### config.mk
export PLATFORM = sky130hd
export DESIGN_NAME = serial_word_tx
export DESIGN_NICKNAME = d
export VERILOG_FILES = /design/src/rtl/serial_word_tx.sv
export SDC_FILE = /design/constraint.sdc
export NUM_CORES = 1
export LEC_CHECK = 0
export CAP_MARGIN = 20
export CORE_MARGIN = 2
export CORE_UTILIZATION = 44
export DETAILED_ROUTE_END_ITERATION = 10
export PLACE_DENSITY_LB_ADDON = 0.2
export SLEW_MARGIN = 40
export SYNTH_ARGS = -nofsm -noshare
export SYNTH_HDL_FRONTEND = slang
export SYNTH_SLANG_ARGS = --single-unit
### constraint.sdc
create_clock -name clk -period 1.2 [get_ports clk]
set_input_delay 0.18 -clock clk [delete_from_list [all_inputs] [get_ports clk]]
set_output_delay 0.18 -clock clk [all_outputs]
set_load 0.02 [all_outputs]
### src/rtl/serial_word_tx.sv
// rtl/serial_word_tx.sv - MSB-first word serialiser with running ones count and mod-3 residue
module serial_word_tx #(
    parameter int WIDTH = 8
) (
    input  logic             clk,
    input  logic             reset,
    input  logic [WIDTH-1:0] in_data,
    input  logic             in_valid,
    output logic             in_ready,
    output logic             dout,
    output logic             dout_valid,
    output logic             done,
    output logic [3:0]       ones_cnt,
    output logic             mod3_zero
);
    localparam logic [1:0] S_IDLE  = 2'd0;
    localparam logic [1:0] S_SHIFT = 2'd1;
    localparam logic [1:0] S_DONE  = 2'd2;
    localparam logic [3:0] LAST_IDX = 4'(WIDTH - 1);

    logic [1:0]       state;
    logic [WIDTH-1:0] shreg;
    logic [3:0]       bit_idx;
    logic [1:0]       residue;

    always_ff @(posedge clk or negedge reset) begin
        if (!reset) begin
            state    <= S_IDLE;
            shreg    <= '0;
            bit_idx  <= '0;
            ones_cnt <= '0;
            residue  <= '0;
        end else begin
            case (state)
                S_IDLE: begin
                    if (in_valid) begin
                        shreg    <= in_data;
                        bit_idx  <= '0;
                        ones_cnt <= '0;
                        residue  <= '0;
                        state    <= S_SHIFT;
                    end
                end
                S_SHIFT: begin
                    // Counts reflect completed bits, so they update as the bit leaves dout.
                    if (shreg[WIDTH-1]) begin
                        ones_cnt <= ones_cnt + 4'd1;
                        residue  <= (residue == 2'd2) ? 2'd0 : residue + 2'd1;
                    end
                    shreg   <= {shreg[WIDTH-2:0], 1'b0};
                    bit_idx <= bit_idx + 4'd1;
                    if (bit_idx == LAST_IDX)
                        state <= S_DONE;
                end
                S_DONE:  state <= S_IDLE;
                default: state <= S_IDLE;
            endcase
        end
    end

    // dout is gated by state so the detector never sees a stray one outside SHIFT.
    assign in_ready   = (state == S_IDLE);
    assign dout_valid = (state == S_SHIFT);
    assign dout       = (state == S_SHIFT) && shreg[WIDTH-1];
    assign done       = (state == S_DONE);
    assign mod3_zero  = (residue == 2'd0);
endmodule

==> flow_summary_export.csv, run 1 <==
group,metric,value,unit
logic_synthesis,synth_mux_area_share,2.020,%
clock_tree,numCtsBuffers,3,
logic_synthesis,synth_compound_area_share,22.35,%
logic_synthesis,synthXorXnorAreaFrac,0.8838,%
floorplanning,core,0.002170,mm^2
critical_path,endpoint,"ones_cnt[3]",
critical_path,r2r-end,"ones_cnt[3]",
drt,drt-vias-per-instance,5.271,
global_route,grt_max_degree,21,
global_route,gr-total-overflow,0,
global_route,grt_pass1_wl,3.960,mm
logic_synthesis,synth_top_family_by_area,"compound AO/OA/AOI/OAI gates",
logic_synthesis,ys_seq_area_share,50.51,%
critical_path,cp.required,1.40,ns
timing,hold_viol_final,0,
logic_synthesis,syn_area,991.0,um^2
logic_synthesis,synth-seq-cells,20,
clock_tree,cts_tree,"yes",
floorplanning,die_h,51.46,um
logic_synthesis,syn_inst,97,
pwr,powerDensity,2226,mW/mm^2
logic_synthesis,synth_top_area_share,50.51,%
clock_tree,path_clk_slew,0.11,ns
timing,relSlewSlack,82.43,%
critical_path,arrival,1.57,ns
clock_tree,hold_buffers,0,
cells_and_area,nets,156,
place,routabilityCongestion,0.7649,
critical_path,path_max_fanout,5,
status,outcome,"finished with violations",
critical_path,reg2reg_depth,5,
timing,rsz0062_at_grt,"yes",
logic_synthesis,yosysWarnings,0,
cells_and_area,n_antenna_cell,0,
critical_path,start_kind,"flip-flop",
cells_and_area,final_layout_size_suffix_gt1_share,45.07,%
critical_path,endpoint_kind,"flip-flop",
clock_tree,cts_sinks,20,
critical_path,setup.worst_path.start,"state[0]",
timing,worst_pin_slew,0.2636,ns
global_route,first_global_vias,860,
critical_path,timing.rr.start,"state[0]",
pwr,p_leak,0.7048,nW
pwr,ir_drop,0.001736,V
floorplanning,fp-row-count,17,
timing,drv_slew,0,
clock_tree,ctsLongestPathBuffers,2,
drt,drtAntennaViolNets,0,
logic_synthesis,yosys.area_share.simple,17.55,%
cells_and_area,final_common_cell,"buf_4",
floorplanning,dieArea,0.002648,mm^2
global_route,grtUsageTotal,20.51,%
timing,finalSetupViolCount,18,
floorplanning,die_x,51.46,um
drt,dr.pass1.iters,4,
critical_path,reg2reg_slack,-0.17,ns
cells_and_area,nFillCells,157,
clock_tree,cts_root_buffer,"clkbuf_4",
drt,avgRoutedWirePerCell,15.15,um
timing,period_minus_slack,1.367,ns
logic_synthesis,yosys.area.top_type,"dfrtp_1",
status,violations,"setup timing",
timing,period_share,113.9,%
timing,max_freq,0.7316,GHz
drt,wl,2.575,mm
timing,fin_skew,0.001772,ns
critical_path,path_class,"reg2reg",
cells_and_area,final_cell_mix,"buf_4, dfrtp_1, clkdlybuf4s50_1",
logic_synthesis,synth_cell_types,31,
logic_synthesis,synth_area_per_cell,10.22,um^2
floorplanning,io_pins,20,
cells_and_area,syn2layout_area_growth,57.07,%
timing,fin_ws,-0.1668,ns
drt,drc_errors,0,
logic_synthesis,synth_nets,110,
clock_tree,clk_latency,0.31,ns
cells_and_area,utilization,71.74,%
drt,via_count,896,
clock_tree,cts.htree.levels,1,
place,port-buffer-count,19,
floorplanning,initial_core_util,45.67,%
logic_synthesis,synth_adder_area_share,2.525,%
place,dpl.hpwl,1.631,mm
drt,drt_iter0_drc,16,
logic_synthesis,synth.area.top_cells,"dfrtp_1, nor2b_1, a22oi_1",
min_path,hold_class,"in2async",
global_route,antenna_found_initial,0,
job,drv_cap,0,
timing,whs,0.1946,ns
[cell usage after synthesis, drive strengths merged]
cell     n
dfrtp   20
a21oi   10
nor2b   10
o21ai   10
a22oi    7
a22o     4
buf      4
nand2    4
nor2     4
clkbuf   2
ha       2
inv      2
mux2i    2
nand2b   2
nand3    2
nor3b    2
a21o     1
nand3b   1
nand4    1
nand4b   1
nor3     1
o211ai   1
o21bai   1
o31ai    1
or3b     1
xor2     1
[worst min-delay path by stage]
stage                  endpoint  slack [ns]  cells after the start
detailed placement  ones_cnt[3]        0.49                      1
floorplan            bit_idx[0]       -0.12                      0
finish              ones_cnt[0]        0.19                      2
CTS                 ones_cnt[0]        0.20                      2
global placement    ones_cnt[3]        0.48                      1
global route        ones_cnt[0]        0.21                      2
[metrics by stage]
| stage | std cells | setup TNS (ns) | cell area, um^2 | total power [mW] | worst slack [ns] |
|---|---|---|---|---|---|
| after floorplan | 97 | 0 | 998.5 | 2.012 | 0.003066 |
| after global placement | 160 | -3.907 | 1353 | 2.687 | -0.2529 |
| after detailed placement | 160 | -4.018 | 1353 | 2.736 | -0.2536 |
| after CTS | 166 | -1.752 | 1428 | 3.189 | -0.1525 |
| after global routing | 170 | -2.327 | 1556 | 3.695 | -0.2004 |
| final | 170 | -1.416 | 1556 | 3.465 | -0.1668 |
[critical path, stage by stage, from the launching register on]
cell	delay, ns
dfrtp_1	0.43
buf_6	0.15
buf_6	0.11
or3b_4	0.39
o211ai_1	0.09
o31ai_1	0.09
[metal layers]
| layer | GRT usage, % | vias to the layer above | wire length, um | share of wire, % |
|---|---|---|---|---|
| li1 | - | 442 | - | - |
| met1 | 28.17 | 432 | 1152 | 45 |
| met2 | 30.98 | 16 | 1277 | 50 |
| met3 | 2.924 | 6 | 67 | 2.6 |
| met4 | 11.40 | 0 | 78 | 3.0 |
| met5 | 0 | - | 0 | 0 |
[repair_timing]
action / 4_1_cts / 5_1_grt
pin swaps: 2 / 17
setup endpoints to repair: 23 / 27
setup buffers: 2 / 5
hold endpoints to repair: 0 / 0
gates cloned: 0 / 0
resized for setup: 45 / 26
[state kept, by name, indices dropped and copies added (netlist names)]
signal / flops
state: 2
residue: 2
shreg: 8
bit_idx: 4
ones_cnt: 4
[power breakdown]
| group | switching [mW] | total (mW) | internal, mW |
|---|---|---|---|
| Clock | 0.218 | 0.403 | 0.186 |
| Sequential | 0.228 | 1.16 | 0.934 |
| Combinational | 0.886 | 1.90 | 1.01 |
| Total | 1.33 | 3.47 | 2.13 |
[cell families (layout without fill, tap and decap cells)]
| logic type | after synthesis | in the layout |
|---|---|---|
| compound gates | 35 | 35 |
| simple gates | 29 | 29 |
| flops | 20 | 20 |
| buf+inv | 8 | 53 |
| fa+ha+maj | 2 | 2 |
| mux | 2 | 2 |
| xor+xnor | 1 | 1 |
[area by class of cell]
class	count	area, um^2	share of cell area, %
Multi-Input combinational cell	69	543.0	34.89
Clock buffer	4	36.28	2.331
Tap cell	28	35.03	2.251
Sequential cell	20	500.5	32.15
Timing Repair Buffer	47	434.2	27.89
Inverter	2	7.507	0.4823
No activity file was read; power rests on OpenSTA's default activity.
==> inputs of run 2 (changes only) <==
--- a/config.mk
+++ b/config.mk
@@ -10,6 +10,7 @@
 export CORE_UTILIZATION = 44
 export DETAILED_ROUTE_END_ITERATION = 10
 export PLACE_DENSITY_LB_ADDON = 0.2
+export SKIP_LAST_GASP = 1
 export SLEW_MARGIN = 40
 export SYNTH_ARGS = -nofsm -noshare
 export SYNTH_HDL_FRONTEND = slang
==> flow_summary_export.csv, run 2 (synthesis results as in run 1) <==
group,metric,value,unit
timing,hold_viol_final,0,
timing,drv_slew,0,
floorplanning,initial_core_util,45.67,%
critical_path,arrival,1.55,ns
cells_and_area,largest_reg_flops,8,
cells_and_area,final_layout_size_suffix_gt1_share,44.37,%
clock_tree,cts.htree.levels,1,
timing,fin_ws,-0.1541,ns
drt,drt-vias-per-instance,5.206,
timing,rsz0062_at_grt,"yes",
timing,worst_pin_slew,0.2625,ns
drt,drc_errors,0,
cells_and_area,utilization,71.51,%
critical_path,setup.worst_path.start,"state[0]",
cells_and_area,nets,156,
global_route,antenna_found_initial,0,
pwr,pwr-share-clk,11.6,%
timing,period_share,112.8,%
floorplanning,dieArea,0.002648,mm^2
critical_path,cp.required,1.40,ns
critical_path,timing.rr.start,"state[0]",
pwr,ir_drop,0.001784,V
critical_path,cp_slowest_cell,"dfrtp_1",
cells_and_area,final_cell_mix,"buf_4, dfrtp_1, clkdlybuf4s50_1",
timing,setup-tns-final,-1.262,ns
critical_path,reg2reg_depth,5,
clock_tree,cts_root_buffer,"clkbuf_4",
place,port-buffer-count,19,
drt,wl,2.589,mm
global_route,grtUsageTotal,20.51,%
global_route,grt_max_degree,21,
critical_path,start_kind,"flip-flop",
pwr,finalPower,3.449,mW
clock_tree,ctsLongestPathBuffers,2,
pwr,p_switching,1.318,mW
place,dpl.hpwl,1.631,mm
drt,via_count,885,
critical_path,endpoint_kind,"flip-flop",
clock_tree,cts_sinks,20,
floorplanning,fp-row-count,17,
pwr,combPwrFrac,54.8,%
pwr,seq_power_share,33.6,%
timing,relSlewSlack,82.37,%
status,violations,"setup timing",
job,drv_cap,0,
timing,fin_skew,0.004785,ns
timing,period_minus_slack,1.354,ns
clock_tree,clk_latency,0.31,ns
cells_and_area,top_register,"shreg",
drt,dr.pass1.iters,4,
pwr,p_leak,0.7023,nW
critical_path,path_max_fanout,5,
cells_and_area,final_common_cell,"buf_4",
drt,drt_iter0_drc,19,
floorplanning,core,0.002170,mm^2
critical_path,path_class,"reg2reg",
cells_and_area,syn2layout_area_growth,56.57,%
critical_path,r2r-end,"ones_cnt[3]",
min_path,hold_class,"in2async",
cells_and_area,nFillCells,154,
critical_path,endpoint,"ones_cnt[3]",
critical_path,critPathTopFamily,"flip-flops",
drt,drtAntennaViolNets,0,
timing,max_freq,0.7385,GHz
critical_path,crit_chain,"buf_6 > buf_6 > or3b_4 > o211ai_1 > o31ai_1",
pwr,swShare,38.20,%
drt,avgRoutedWirePerCell,15.23,um
cells_and_area,largestRegisters,"shreg (8), bit_idx (4), ones_cnt (4)",
global_route,gr-total-overflow,0,
place,routabilityCongestion,0.7649,
floorplanning,die_h,51.46,um
critical_path,slowest_delay,0.42,ns
critical_path,reg2reg_slack,-0.15,ns
pwr,powerDensity,2223,mW/mm^2
place,post-place-ws,-0.2536,ns
clock_tree,path_clk_slew,0.12,ns
clock_tree,numCtsBuffers,3,
clock_tree,cts_tree,"yes",
global_route,grt_pass1_wl,3.960,mm
status,outcome,"finished with violations",
critical_path,cp_common_cell,"buf_6",
floorplanning,io_pins,20,
global_route,first_global_vias,860,
timing,whs,0.1971,ns
critical_path,cp.depth,5,
pwr,p_int,2.132,mW
cells_and_area,n_antenna_cell,0,
critical_path,path_buf_inv,2,
timing,finalSetupViolCount,18,
floorplanning,die_x,51.46,um
## run 2: worst min-delay path by stage
stage,startpoint,endpoint,slack (ns)
global route,reset,ones_cnt[0],0.21
CTS,reset,ones_cnt[0],0.20
detailed placement,ones_cnt[3],ones_cnt[3],0.49
floorplan,reset,bit_idx[0],-0.12
global placement,ones_cnt[3],ones_cnt[3],0.48
finish,reset,bit_idx[0],0.20
## run 2: power groups by stage
stage | sequential, mW | combinational, mW | clock (mW)
global placement | 1.14 | 1.55 | 0
finish | 1.16 | 1.89 | 0.401
CTS | 1.14 | 1.64 | 0.413
floorplan | 1.20 | 0.817 | 0
detailed placement | 1.14 | 1.59 | 0
global route | 1.20 | 2.04 | 0.445
## run 2: area by class of cell
class	count	area (um^2)	area share, %
Clock buffer	4	36.28	2.339
Inverter	2	7.507	0.4839
Multi-Input combinational cell	69	538.0	34.68
Sequential cell	20	500.5	32.26
Tap cell	28	35.03	2.258
Timing Repair Buffer	47	434.2	27.98
## run 2: timing repair
item | in CTS | in global routing
hold buffers | 0 | 0
pin swaps | 2 | 17
setup buffers | 2 | 5
setup endpoints to repair | 23 | 27
gates resized for setup | 45 | 25
## run 2: metal layers
| layer | GRT usage (%) | part of all wire [%] | up-vias |
|---|---|---|---|
| li1 | - | - | 438 |
| met2 | 30.98 | 49 | 14 |
| met3 | 2.924 | 2.3 | 2 |
| met1 | 28.17 | 47 | 431 |
| met4 | 11.40 | 1.2 | 0 |
| met5 | 0 | 0 | - |
## run 2: through the flow
stage	cells	area [um^2]
floorplan	97	998.5
global placement	160	1353
detailed placement	160	1353
CTS	166	1428
global route	170	1551
finish	170	1551
## run 2: worst reg2reg max path, cell delays in order (launching register included)
cell      delay (ns)
dfrtp_1         0.42
buf_6           0.14
buf_6           0.11
or3b_4          0.39
o211ai_1        0.09
o31ai_1         0.09
==> RTL change 1: new RTL, flow settings as in run 1 <==
Put one more register stage on the output `ones_cnt`, with the module's reset. The value now appears one clock later. The other outputs are not delayed to match.
--- a/src/rtl/serial_word_tx.sv
+++ b/src/rtl/serial_word_tx.sv
@@ -18,6 +18,8 @@
     localparam logic [1:0] S_DONE  = 2'd2;
     localparam logic [3:0] LAST_IDX = 4'(WIDTH - 1);
 
+    logic [3:0] ones_cnt_s0;
+
     logic [1:0]       state;
     logic [WIDTH-1:0] shreg;
     logic [3:0]       bit_idx;
@@ -28,7 +30,7 @@
             state    <= S_IDLE;
             shreg    <= '0;
             bit_idx  <= '0;
-            ones_cnt <= '0;
+            ones_cnt_s0 <= '0;
             residue  <= '0;
         end else begin
             case (state)
@@ -36,7 +38,7 @@
                     if (in_valid) begin
                         shreg    <= in_data;
                         bit_idx  <= '0;
-                        ones_cnt <= '0;
+                        ones_cnt_s0 <= '0;
                         residue  <= '0;
                         state    <= S_SHIFT;
                     end
@@ -44,7 +46,7 @@
                 S_SHIFT: begin
                     // Counts reflect completed bits, so they update as the bit leaves dout.
                     if (shreg[WIDTH-1]) begin
-                        ones_cnt <= ones_cnt + 4'd1;
+                        ones_cnt_s0 <= ones_cnt_s0 + 4'd1;
                         residue  <= (residue == 2'd2) ? 2'd0 : residue + 2'd1;
                     end
                     shreg   <= {shreg[WIDTH-2:0], 1'b0};
@@ -64,5 +66,13 @@
     assign dout       = (state == S_SHIFT) && shreg[WIDTH-1];
     assign done       = (state == S_DONE);
     assign mod3_zero  = (residue == 2'd0);
+    always_ff @(posedge clk or negedge reset) begin
+        if (!reset) begin
+            ones_cnt <= '0;
+        end else begin
+            ones_cnt <= ones_cnt_s0;
+        end
+    end
+
 endmodule
 
Formal check against the unedited RTL: not equivalent (Yosys sat finds a counterexample within 4 cycles, from zero or initial values and one cycle with reset low).
==> RTL change 1 against run 1 <==
The flow still finishes with violations (negative setup slack); clock skew up 0.011 ns; utilization down 2.3 points; synthesized area up 1.1%; power up 3.2%; die area up 1.1%; sequential power up 20%; setup slack better by 0.0022 ns; global-route usage down 2.4 points; wire length down 18%; sequential cell count up 4; synthesized cell count down 2.1%; sequential share of layout area up 7.4 points; design area down 2.3%; critical path type is now reg2out; highest routed layer unchanged.
==> RTL change 1: results (changes against run 1) <==
stage,metric,value,unit,change
yosys,sequential share of the synthesized area,0.599,,+0.0942
finish,share of layout cells above drive strength 1,0.421,,-0.0297
placement,DP HPWL,1390,um,-15%
grt,largest net degree at the start of global routing,25,,+19%
pwr,worst IR drop on VDD,1.20,mV,-31%
setup_path,slowest CP cell,dfrtp_1,,
routing,initial drt markers,12,,-4
grt,global-route wire length before repair,3560,um,-10%
status,failing checks,negative setup slack,,
yosys,Synth Area in XOR/XNOR,0,,-0.00884
routing,WL/cell,13.1,um,-13%
yosys,Yosys top cell area share,0.599,,+0.0942
setup_path,worst-path fanout max,4,,-1
cts,Clock transition at path regs,0.13,ns,+0.02 ns
yosys,post-synthesis adder-cell area fraction,0.0250,,-0.000284
yosys,Mapped Nets,108,,-1.8%
timing,final setup vio count,20,,+2
setup_path,cell class contributing the biggest share of worst-path delay,flip-flops,,
setup_path,worst setup path class,reg2out,,
timing,final setup margin,-0.165,ns,+0.00217 ns
yosys,mux contribution to synthesized area,0.00999,,-0.0102
timing,hold slack,0.197,ns,+0.00229 ns
finish,FILL cells,159,,+1.3%
pwr,leakage power,0.727,nW,+3.1%
setup_path,reg2reg path depth,6,,+1
setup_path,worst r2r src,state[1],,
grt,vias in the first global route,809,,-5.9%
timing,final clock skew,0.0128,ns,+0.0110 ns
yosys,leading post-synthesis cells by instance count,"dfrtp_1 (24), nand2_1 (24), a22oi_1 (7)",,
yosys,YS warnings,0,,unchanged
finish,max FFs per register,8,,unchanged
setup_path,largest stage delay on the critical path,0.43,ns,about the same
yosys,asr flop ratio synth,1.00,,unchanged
routing,Via density,5.07,,-3.8%
setup_path,Worst Path Arrival,1.18,ns,-0.39 ns
yosys,Synth area leaders,"dfrtp_1 (60%), nand2_1 (9.0%), a22oi_1 (5.2%), o21ai_0 (3.0%), ha_1 (2.5%)",,
status,status,"complete, but fails checks",,
placement,placer congestion estimate,0.776,,+1.4%
setup_path,reg2reg end,shreg[3],,
timing,Max transition margin,0.819,,-0.00490
yosys,synth unique cells,24,,-23%
grt,gr usage total,0.181,,-0.0241
finish,Biggest register,shreg,,
yosys,share of the synthesized area in compound gates (AO/OA/AOI/OAI),0.136,,-0.0874
finish,NumNets Final,147,,-5.8%
setup_path,R2R setup slack,-0.12,ns,+0.05 ns
-- RTL change 1: kinds of logic (layout without fill, tap and decap cells) --
| family | Yosys count | in the layout |
|---|---|---|
| compound gates | 20 | 20 |
| mux | 1 | 1 |
| fa+ha+maj | 2 | 2 |
| simple gates | 42 | 42 |
| buf+inv | 6 | 44 |
| flops | 24 | 24 |
-- RTL change 1: final cells by class --
type / instances / area, um2 / share of cell area
Sequential cell: 24 / 602 / 0.396
Inverter: 2 / 7.51 / 0.00493
Tap cell: 28 / 35.0 / 0.0230
Clock buffer: 4 / 36.3 / 0.0238
Multi-Input combinational cell: 65 / 469 / 0.308
Timing Repair Buffer: 38 / 372 / 0.244
-- RTL change 1: through the flow --
| stage | instances | cell area [um2] | TNS (ns) | setup slack (ns) | power, W |
|---|---|---|---|---|---|
| floorplan | 95 | 1010 | -0.0196 | -0.0137 | 0.00216 |
| global placement | 151 | 1310 | -3.69 | -0.221 | 0.00272 |
| detailed placement | 151 | 1310 | -4.93 | -0.258 | 0.00276 |
| CTS | 158 | 1450 | -1.39 | -0.172 | 0.00341 |
| global route | 161 | 1520 | -3.05 | -0.229 | 0.00384 |
| finish | 161 | 1520 | -1.73 | -0.165 | 0.00357 |
-- RTL change 1: worst reg2reg max path, delay by kind of cell (launching register included) --
family / cells / cell delay [ns]
compound gates: 1 / 0.05
buf+inv: 3 / 0.43
flops: 1 / 0.43
simple gates: 2 / 0.35
-- RTL change 1: routing by layer --
metal / track usage / vias up / share of wire
met5: 0 / - / 0
met4: 0.0395 / 0 / 0.0052
met3: 0.0517 / 2 / 0.021
met2: 0.325 / 10 / 0.53
met1: 0.214 / 393 / 0.44
li1: - / 411 / -
-- RTL change 1: worst max path at each step --
stage,slack (ns),to,cells past startpoint
4_1_cts,-0.17,done,3
3_3_place_gp,-0.22,dout,3
3_5_place_dp,-0.26,shreg[1],5
5_1_grt,-0.23,dout,3
6_report,-0.16,done,3
2_1_floorplan,-0.01,ones_cnt_s0[2],4
-- RTL change 1: power by group --
part,switching [W],leakage (nW),internal (W)
combinational,0.000833,0.395,0.000932
sequential,0.000261,0.310,0.00113
clock,0.000234,0.0210,0.000185
total,0.00133,0.727,0.00225
-- RTL change 1: timing repair --
action / CTS / global route
gates resized for setup: 57 / 19
gates cloned: 1 / 0
pin swaps: 8 / 10
buffers inserted: 2 / 3
hold buffers: 0 / 0
setup endpoints to repair: 25 / 26
==> RTL change 2: new RTL, flow settings as in run 1 <==
Made on the original files. Set the parameter `WIDTH` to 9 (it was 8).
--- a/src/rtl/serial_word_tx.sv
+++ b/src/rtl/serial_word_tx.sv
@@ -1,6 +1,6 @@
 // rtl/serial_word_tx.sv - MSB-first word serialiser with running ones count and mod-3 residue
 module serial_word_tx #(
-    parameter int WIDTH = 8
+    parameter int WIDTH = 9
 ) (
     input  logic             clk,
     input  logic             reset,
Interface: changed (resized in_data); port bits go from 20 to 21. The function was not compared with the original's and may differ.
==> RTL change 2 against run 1 <==
The run still ends with negative setup slack left; setup slack improved by 0.011 ns; sequential share of layout area up 0.84 points; power is 1.5% higher; sequential power increased by 11%; design area grew 3.1%; wire length grew 0.93%; final cell count increased by 5.3%; clock skew increased by 0.0039 ns; sequential cell count is 1 higher; synthesized area is 6.4% higher; first-iteration DRC count decreased by 38%; largest power group unchanged.
==> RTL change 2: results (changes against run 1) <==
stage,metric,value,unit,change
placement,dpl ws,-0.287,ns,-0.0334 ns
routing,vias,965,,+7.7%
yosys,Synth Flop Type,dfrtp_1,,
worst_hold_path,worst hold path type,in2async,,
grt,vias in the first global route,909,,+5.7%
routing,ANT nets after route,0,,unchanged
pwr,Switch Pwr,0.00141,W,+6.0%
yosys,YS warnings,0,,unchanged
yosys,synth unique cells,25,,-19%
placement,placer congestion estimate,0.754,,-1.4%
setup_path,worst-path fanout max,6,,+1
routing,detailed-route wire length,2600,um,+0.93%
cts,Num CTS Buffers,3,,unchanged
setup_path,Worst Path Arrival,1.56,ns,
pwr,worst IR drop on VDD,1.63,mV,-5.9%
timing,Max transition margin,0.820,,-0.00404
grt,global-route wire length before repair,4040,um,+1.9%
yosys,Mapped Nets,124,,+13%
placement,DP HPWL,1720,um,+5.2%
yosys,sequential share of the synthesized area,0.498,,-0.00683
timing,final clock skew,0.00572,ns,+0.00394 ns
finish,NumNets Final,167,,+7.1%
setup_path,worst r2r src,state[1],,
placement,Placed Area,1380,um2,+2.2%
finish,share of layout cells above drive strength 1,0.470,,+0.0195
timing,final setup vio count,21,,+3
yosys,leading post-synthesis cells by instance count,"dfrtp_1 (21), o21ai_0 (14), a21oi_1 (12)",,
yosys,Synth area leaders,"dfrtp_1 (50%), o21ai_0 (6.6%), nor2b_1 (6.5%), a21oi_1 (5.7%), a22oi_1 (5.7%)",,
cts,Clock transition at path regs,0.12,ns,
timing,final setup margin,-0.156,ns,+0.0109 ns
pwr,leakage power,0.714,nW,+1.3%
grt,gr usage total,0.197,,-0.00834
grt,GR Layer Usage met1,0.248,,-0.0339
status,status,"complete, but fails checks",,
cts,clk_lat worst skew,0.30,ns,
status,failing checks,negative setup slack,,
grt,largest net degree at the start of global routing,22,,+4.8%
grt,global-route track usage on met3,0.0282,,-0.000991
routing,initial drt markers,10,,-6
setup_path,reg2reg end,ones_cnt[0],,
placement,I/O Buffers,20,,+1
timing,Setup TNS Final,-1.57,ns,-0.159 ns
grt,GR met2 Demand/Resource,0.344,,+0.0339
finish,largest registers,"shreg (9), bit_idx (4), ones_cnt (4)",,
[RTL change 2: stage by stage]
stage                     hold WS, ns  total power [W]   util  instances
after global placement          0.471          0.00271  0.619        166
after detailed placement        0.474          0.00278  0.619        166
after global routing            0.238          0.00377  0.718        179
after CTS                       0.205          0.00332  0.673        174
final                           0.205          0.00352  0.718        179
after floorplan                -0.116          0.00210      -        109
[RTL change 2: cells by family (layout without fill, tap and decap cells)]
kind of cell               count (synthesis)  after routing  synth area share
muxes                                      1              1           0.00949
adders and majority gates                  3              3            0.0356
and+or+nand+nor                           33             33             0.186
DFF                                       21             21             0.498
buffers and inverters                     12             54            0.0534
AOI/OAI and AO/OA                         39             39             0.217
[RTL change 2: power by group through the flow]
| stage | Sequential, W | Clock [W] | Combinational, W |
|---|---|---|---|
| floorplan | 0.00127 | 0 | 0.000838 |
| global placement | 0.00125 | 0 | 0.00146 |
| detailed placement | 0.00128 | 0 | 0.00151 |
| CTS | 0.00127 | 0.000346 | 0.00170 |
| global route | 0.00134 | 0.000380 | 0.00205 |
| finish | 0.00129 | 0.000337 | 0.00189 |
[RTL change 2: worst max-delay path by stage]
stage / startpoint / slack, ns / depth (start not counted) / to
detailed placement: state[0] / -0.29 / 3 / dout_valid
CTS: state[1] / -0.15 / 5 / bit_idx[3]
floorplan: ones_cnt[1] / -0.04 / 4 / ones_cnt[2]
finish: state[1] / -0.16 / 5 / ones_cnt[0]
global placement: state[0] / -0.26 / 3 / dout_valid
global route: state[1] / -0.19 / 5 / ones_cnt[0]
[RTL change 2: cell type report]
cell class / instances / area, um2
Sequential cell: 21 / 529
Multi-Input combinational cell: 76 / 593
Clock buffer: 3 / 22.5
Clock inverter: 1 / 5.00
Inverter: 5 / 22.5
Tap cell: 28 / 35.0
Timing Repair Buffer: 45 / 397
Fill cell: 165 / 629
[RTL change 2: timing repair]
item | in CTS | in global routing
setup endpoints to repair | 27 | 28
pin swaps | 8 | 20
cloned | 0 | 1
hold buffers | 0 | 0
setup buffers | 4 | 4
gates resized for setup | 64 | 29
[RTL change 2: metal layers]
| layer | vias up | share of wire | routed length (um) |
|---|---|---|---|
| li1 | 469 | - | - |
| met1 | 474 | 0.43 | 1120 |
| met2 | 16 | 0.53 | 1380 |
| met3 | 6 | 0.025 | 64 |
| met4 | 0 | 0.012 | 31 |
| met5 | - | 0 | 0 |
[RTL change 2: worst max-delay path: stages, from the launching register on]
cell	delay, ns
dfrtp_2	0.47
buf_6	0.13
buf_6	0.11
or3b_4	0.41
nand3_2	0.08
o21ai_2	0.06
